==> config.mk <==
export PLATFORM = sky130hd
export DESIGN_NAME = keypad_entry_sequencer
export DESIGN_NICKNAME = d
export VERILOG_FILES = /design/src/rtl/keypad_entry_sequencer.sv
export SDC_FILE = /design/constraint.sdc
export NUM_CORES = 1
export LEC_CHECK = 0
export CAP_MARGIN = 10
export CORE_UTILIZATION = 42
export DETAILED_ROUTE_END_ITERATION = 16
export PLACE_DENSITY = 0.84
export SKIP_LAST_GASP = 1
export SLEW_MARGIN = 20
export SYNTH_ARGS = -nofsm -noshare
export SYNTH_HDL_FRONTEND = slang
export SYNTH_SLANG_ARGS = --single-unit
==> constraint.sdc <==
create_clock -name clk -period 1.77 [get_ports clk]
set_input_delay 0.2655 -clock clk [delete_from_list [all_inputs] [get_ports clk]]
set_output_delay 0.2655 -clock clk [all_outputs]
set_load 0.05 [all_outputs]
==> src/rtl/keypad_entry_sequencer.sv <==
// Keypad entry sequencer: turns level-held scanner keys into single events, builds a BCD amount, handshakes it out.
// Optional inactivity auto-clear in ENTRY is compiled in with `define KEYPAD_ENTRY_TIMEOUT_EN.
module keypad_entry_sequencer #(
  parameter int MAX_DIGITS    = 2,
  parameter int TIMEOUT_TICKS = 10000,
  parameter int TMR_W         = 14
) (
  input  logic                               clk,
  input  logic                               rst_n,
  input  logic [3:0]                         key_value,
  input  logic                               press_num,
  input  logic                               start,
  input  logic                               clear,
  input  logic                               confirm,
  input  logic                               amount_ack,
  output logic [4*MAX_DIGITS-1:0]            amount_bcd,
  output logic [$clog2(MAX_DIGITS+1)-1:0]    digit_cnt,
  output logic                               amount_valid,
  output logic                               start_req,
  output logic                               clear_req,
  output logic                               overflow,
  output logic                               timeout,
  output logic [1:0]                         state
);

  // state    | meaning
  // IDLE     | no amount entered
  // ENTRY    | collecting digits
  // WAIT_ACK | amount offered, waiting for charge controller
  // LOCKED   | amount accepted, waiting for START
  typedef enum logic [1:0] {IDLE = 2'd0, ENTRY = 2'd1, WAIT_ACK = 2'd2, LOCKED = 2'd3} state_t;

  localparam int AW = 4 * MAX_DIGITS;
  localparam int CW = $clog2(MAX_DIGITS + 1);

  state_t          state_q, state_d;
  logic [AW-1:0]   amount_q, amount_d;
  logic [CW-1:0]   cnt_q, cnt_d;
  logic            start_req_d, clear_req_d, overflow_d, timeout_d;
  logic            prev_num, prev_start, prev_clear, prev_confirm, armed;
  logic            ev_num, ev_start, ev_clear, ev_confirm, any_ev;
  logic            act_confirm, act_start, act_digit;
  logic            tmr_hit;

  // armed masks the first post-reset cycle so a key held through reset is not seen as a press
  assign ev_num     = press_num & ~prev_num & armed;
  assign ev_start   = start & ~prev_start & armed;
  assign ev_clear   = clear & ~prev_clear & armed;
  assign ev_confirm = confirm & ~prev_confirm & armed;
  assign any_ev     = ev_num | ev_start | ev_clear | ev_confirm;

  assign act_confirm = ev_confirm & ~ev_clear;
  assign act_start   = ev_start & ~ev_confirm & ~ev_clear;
  assign act_digit   = ev_num & ~ev_start & ~ev_confirm & ~ev_clear;

`ifdef KEYPAD_ENTRY_TIMEOUT_EN
  logic [TMR_W-1:0] tmr_q, tmr_d;

  assign tmr_hit = (tmr_q == TMR_W'(TIMEOUT_TICKS - 1));

  always_comb begin
    tmr_d = '0;
    if (state_q == ENTRY && !any_ev && !tmr_hit) tmr_d = tmr_q + 1'b1;
  end

  always_ff @(posedge clk or posedge rst_n) begin
    if (rst_n) tmr_q <= '0;
    else       tmr_q <= tmr_d;
  end
`else
  logic unused_tmr_cfg;
  assign unused_tmr_cfg = ^{TMR_W[0], TIMEOUT_TICKS[0]};
  assign tmr_hit        = 1'b0;
`endif

  always_comb begin
    state_d     = state_q;
    amount_d    = amount_q;
    cnt_d       = cnt_q;
    start_req_d = 1'b0;
    clear_req_d = 1'b0;
    overflow_d  = 1'b0;
    timeout_d   = 1'b0;
    if (ev_clear) begin
      state_d     = IDLE;
      amount_d    = '0;
      cnt_d       = '0;
      clear_req_d = 1'b1;
    end else begin
      case (state_q)
        IDLE: begin
          if (act_digit) begin
            amount_d = AW'(key_value);
            cnt_d    = CW'(1);
            state_d  = ENTRY;
          end
        end
        ENTRY: begin
          if (act_confirm) begin
            if (amount_q != '0) begin
              state_d = WAIT_ACK;
            end else begin
              state_d     = IDLE;
              amount_d    = '0;
              cnt_d       = '0;
              clear_req_d = 1'b1;
            end
          end else if (act_digit) begin
            if (cnt_q < CW'(MAX_DIGITS)) begin
              amount_d = (amount_q << 4) | AW'(key_value);
              cnt_d    = cnt_q + 1'b1;
            end else begin
              overflow_d = 1'b1;
            end
          end else if (!any_ev && tmr_hit) begin
            state_d   = IDLE;
            amount_d  = '0;
            cnt_d     = '0;
            timeout_d = 1'b1;
          end
        end
        WAIT_ACK: begin
          if (amount_ack) state_d = LOCKED;
        end
        LOCKED: begin
          if (act_start) begin
            state_d     = IDLE;
            amount_d    = '0;
            cnt_d       = '0;
            start_req_d = 1'b1;
          end
        end
        default: state_d = IDLE;
      endcase
    end
  end

  always_ff @(posedge clk or posedge rst_n) begin
    if (rst_n) begin
      state_q      <= IDLE;
      amount_q     <= '0;
      cnt_q        <= '0;
      amount_valid <= 1'b0;
      start_req    <= 1'b0;
      clear_req    <= 1'b0;
      overflow     <= 1'b0;
      timeout      <= 1'b0;
      prev_num     <= 1'b0;
      prev_start   <= 1'b0;
      prev_clear   <= 1'b0;
      prev_confirm <= 1'b0;
      armed        <= 1'b0;
    end else begin
      state_q      <= state_d;
      amount_q     <= amount_d;
      cnt_q        <= cnt_d;
      amount_valid <= (state_d == WAIT_ACK);
      start_req    <= start_req_d;
      clear_req    <= clear_req_d;
      overflow     <= overflow_d;
      timeout      <= timeout_d;
      prev_num     <= press_num;
      prev_start   <= start;
      prev_clear   <= clear;
      prev_confirm <= confirm;
      armed        <= 1'b1;
    end
  end

  assign amount_bcd = amount_q;
  assign digit_cnt  = cnt_q;
  assign state      = state_q;

endmodule

# == After elaboration in Yosys (flattened, before gate mapping) ==
# Index checks and enable logic that the tools add are counted.
# word_totals
word_cells,84
latchBits,0
output_inout_bits,17
inputBits,11
romBits,0
mem_count,0
mem_bits_rw,0
register_bits,21
# op_classes
addsub,1
bitwise_logic,22
eq_ne,9
div_mod_pow,0
n_mul,0
n_shift,0
order_cmp,1
muxes,35
n_reduce_logical,4
# op_table
cell,count
two-way mux 8 bit,7
two-way mux 2 bit,13
case mux 8 bit (3 select lines),1
AND 1 bit,14
two-way mux 1 bit,12
"inequality test 4 bit, second input constant",3
OR 8 x 4 -> 8 bit,1
case mux 2 bit (4 select lines),1
nonzero test 8 bit,1
inverter 1 bit,7
"equality test 2 bit, second input constant",3
"inequality test 3 bit, second input constant",2
case mux 2 bit (3 select lines),1
AND reduction 6 bit,1
nonzero test 4 bit,1
"adder 2 x 1 -> 2 bit, second input constant",1
"equality test 2 x 1 -> 1 bit, second input constant",1
logical NOT 2 bit,1
"< comparator 2 bit, second input constant",1

# == Logic depth before layout (Yosys ltp) ==
# logic_depth
depth_word,11
mapped_depth,6
mapped_depth_nobuf,5

# == Worst setup path before layout ==
# No wires, ideal clock.
# synth_path
kind,register to register
startpoint,register amount_q[7] (netlist: amount_bcd[7])
endpoint,register cnt_q[0] (netlist: digit_cnt[0])
path_buffers,0
t_arrival_ns,1.795
path_slack_ns,-0.150
stages_incl_launch_ff,6
period_less_slack_ns,1.920
setup_ns,0.125
required_time_ns,1.645
path_cell_list,dfrtp_1 > nor4_1 > nand2_1 > a22oi_2 > o21ai_4 > mux2_4
# synth_via
elab_chain_len,3
# synth_lines
item,line_no,rtl
"start, declared",37,"logic [AW-1:0] amount_q, amount_d;"
"start signal, assigned",155,amount_q <= amount_d;
nonzero test 8 bit,100,if (amount_q != '0) begin
inequality test 4 bit (no line),--,
AND reduction 6 bit (no line),--,
"end signal, assigned",156,cnt_q <= cnt_d;
"end, declared",38,"logic [CW-1:0] cnt_q, cnt_d;"
# Every way passes these cells.
# A chain may end at the register's enable or synchronous reset.

# == Final worst setup path ==
# layout_path
startpoint,register armed
endpoint,register amount_q[4] (netlist: amount_bcd[4])
# layout_via
elab_chain_len,7
word_cells_on_any_way,23
cone_classes,5 x eq/ne; 3 x mux; 13 x bitwise; 2 x reduce/logical
# layout_lines
item,line_no,rtl
"start, declared",40,"logic prev_num, prev_start, prev_clear, prev_confirm, armed;"
"start signal, assigned",152,armed <= 1'b0;
"start signal, assigned",166,armed <= 1'b1;
AND 1 bit,47,assign ev_start = start & ~prev_start & armed;
inverter 1 bit,54,assign act_digit = ev_num & ~ev_start & ~ev_confirm & ~ev_clear;
AND 1 bit (3 in series),54,
inequality test 4 bit (no line) / inequality test 3 bit (equally long branches),--,
AND reduction 6 bit (no line),--,
# Several ways; a longest one is shown, not always the timed one.

==> impl_metrics.env <==
export IMPL_drcViolationCount=0
export IMPL_swShare_pct=46.19
export IMPL_layout_setup_ws_ns=0.02921
export IMPL_setup_violations=0
export IMPL_whs_ns=0.2858
export IMPL_cts_tree="built"
export IMPL_syn_area_um2=1033
export IMPL_grtUsageTotal_pct=18.36
export IMPL_grt_start_max_net_pins=22
export IMPL_cts_path_max_buffers=2
export IMPL_portBuffers=26
export IMPL_mostFrequentLayoutCells="buf_4, clkdlybuf4s50_1, dfrtp_1, dfrtp_2, inv_1"
export IMPL_first_iter_violations=7
export IMPL_start_util_pct=45.41
export IMPL_cp_arrival_ns=1.93
export IMPL_cap_viol_max_count=0
export IMPL_clock_fmax_mhz=574.5
export IMPL_synthDistinctLibCells=37
export IMPL_vias_per_cell=5.258
export IMPL_drv_slew=0
export IMPL_p_switching_mw=1.083
export IMPL_cts_hold_fix_buffers=0
export IMPL_max_stage_delay_ns=0.46
export IMPL_ir_drop_mv=1.123
export IMPL_min_path_type="in -> async"
export IMPL_syn_avg_cell_area_um2=11.23
export IMPL_grt_pass1_wl_mm=3.553
export IMPL_drive_above_1_share_pct=39.69
export IMPL_first_pass_iters=4
export IMPL_grt_antenna_before_repair=0
export IMPL_ios=28
export IMPL_p_per_area_nw_per_um2=1631
export IMPL_wl_per_cell_um=13.53
export IMPL_nets=143
export IMPL_via_count=836
export IMPL_crit_chain="and3b_1 -> a311oi_2 -> o31ai_2 -> o21ai_4 -> mux2_4"
export IMPL_crit_family="compound AO/OA/AOI/OAI gates"
export IMPL_critPathMaxFanout=9
export IMPL_combPwrFrac_pct=57.4
export IMPL_power_total_mw=2.345
export IMPL_worstMarginPinSlew_ns=0.4973
export IMPL_synth_seq_cells=21
export IMPL_min_period_ns=1.741
export IMPL_row_count=17
export IMPL_fp_dieArea_um2=2663
export IMPL_finalSetupTns_ns=0
export IMPL_layoutNonFillerInstCount=159
export IMPL_dpl_cell_count=155
export IMPL_numCtsBuffers=3
export IMPL_clk_pin_slew_ns=0.11
export IMPL_seqPwrFrac_pct=33.2
export IMPL_cts_htree_levels=1
export IMPL_slew_limit_headroom_pct=66.74
export IMPL_worst_path_max_delay_cell="dfrtp_2"
export IMPL_cts_sinks=21
export IMPL_syn2layout_area_growth_pct=39.10
export IMPL_syn_inst=92
export IMPL_grt_pass1_vias=768
export IMPL_yosysSeqAreaShare_pct=50.85
export IMPL_post_dp_hpwl_mm=1.685
export IMPL_leakagePower_nw=0.6725
export IMPL_start_kind="flop"
export IMPL_yosys_warnings=0
export IMPL_path_buf_inv=0
export IMPL_status="complete, no violations"
export IMPL_crit_required_ns=1.96
export IMPL_intPower_mw=1.262
export IMPL_drt_total_wl_mm=2.152
export IMPL_p_clk_share_pct=9.4
export IMPL_overflow=0
export IMPL_syn_num_nets=103
export IMPL_dieHeight_um=51.61
export IMPL_die_w_um=51.61
export IMPL_antenna_left=0
export IMPL_clock_skew_ns=0.002984
export IMPL_cts_root_buf="clkbuf_4"
export IMPL_rsz0062_at_grt="yes"
export IMPL_hold_violations=0
export IMPL_place_congestion=0.8398
export IMPL_crit_type="reg -> reg"
export IMPL_cts_setup_buffers=0
export IMPL_period_share_pct=98.35
export IMPL_antenna_cells=0
export IMPL_final_common_cell="buf_4"
export IMPL_place_worst_setup_slack_ns=-0.2703
export IMPL_core_um2=2276
export IMPL_clk_latency_ns=0.29
export IMPL_cp_end_kind="flop"
Yosys cell counts:
master	number	area, um2
o21a_1	1	7.510
a32o_1	1	10.01
nand3b_1	1	7.510
nand3_1	1	5.000
o21ai_4	1	16.27
conb_1	2	7.510
a311oi_2	1	15.01
nor2_1	3	11.26
a31oi_1	1	6.260
buf_6	1	11.26
mux2_4	5	75.07
and3b_1	2	17.52
o31ai_1	1	7.510
nor3b_1	1	7.510
nor3_1	5	25.02
buf_2	1	5.000
a21oi_1	3	15.01
nand2_1	6	22.52
o21ai_0	1	5.000
nor2b_1	3	18.77
mux2i_1	4	40.04
nand4b_1	1	8.760
clkbuf_2	1	5.000
and2_1	1	6.260
nor4b_1	1	8.760
o32ai_1	1	8.760
nor4_1	2	12.51
nand4_1	1	6.260
o31ai_2	1	12.51
a22oi_2	1	12.51
o21ai_1	2	10.01
nand2b_1	4	25.02
nor2_2	1	6.260
a41o_2	1	11.26
inv_1	6	22.52
dfrtp_1	21	525.5
buf_4	2	15.01
final cells by class:
cell class / instances / area, um2
Sequential cell: 21 / 536.8
Tap cell: 28 / 35.03
Multi-Input combinational cell: 60 / 481.7
Fill cell: 192 / 838.3
Timing Repair Buffer: 40 / 335.3
Clock buffer: 4 / 26.28
Inverter: 6 / 22.52
per-stage QoR:
stage                     area (um2)  util [%]
after floorplan                 1056         -
after global placement          1390     61.08
after detailed placement        1390     61.08
after CTS                       1434     63.00
after global routing            1438     63.17
final                           1438     63.17
logic make-up (layout without fill, tap and decap cells):
logic type,after synthesis,in the layout,synth area share [%]
flops,21,21,50.85
buf+inv,11,50,5.688
compound gates,16,16,13.32
other cells,2,2,0.7267
simple gates,33,33,18.28
mux,9,9,11.14
layer usage:
| metal | wire length, um | part of all wire [%] | global-route usage (%) |
|---|---|---|---|
| met1 | 947 | 44 | 25.14 |
| met2 | 1102 | 51 | 30.09 |
| met3 | 88 | 4.1 | 2.632 |
| met4 | 13 | 0.60 | 5.405 |
| met5 | 0 | 0 | 0 |
power groups by stage:
stage	registers, mW	logic (mW)	clock network, mW
2_1_floorplan	1.13	0.523	0
3_3_place_gp	0.755	1.30	0
3_5_place_dp	0.763	1.33	0
4_1_cts	0.776	1.35	0.229
5_1_grt	0.801	1.44	0.255
6_report	0.778	1.35	0.221
worst min-delay path, delay by kind of cell:
family   cells  cell delay, ns
buf+inv      3            0.71
registers in the layout, indices dropped and copies added, names as in the netlist:
register	cells
amount_valid	1
state	2
prev_confirm	1
prev_start	1
digit_cnt	2
start_req	1
armed	1
prev_num	1
amount_bcd	8
clear_req	1
overflow	1
prev_clear	1
repair_timing:
action,4_1_cts,5_1_grt
resized for setup,2,2
pin swaps,2,1
endpoints found under the setup margin,9,10
worst paths after layout:
| kind | from | end | slack [ns] | depth (start not counted) |
|---|---|---|---|---|
| max | armed | amount_bcd[4] | 0.03 | 5 |
| min | rst_n | start_req | 0.29 | 3 |
| max reg2reg | armed | amount_bcd[4] | 0.03 | 5 |
| min reg2reg | digit_cnt[1] | digit_cnt[1] | 0.58 | 1 |
| max in group asynchronous | rst_n | armed | 1.26 | 3 |
| min in group clk | clear | prev_clear | 0.45 | 1 |
(Power assumes the default switching activity.)
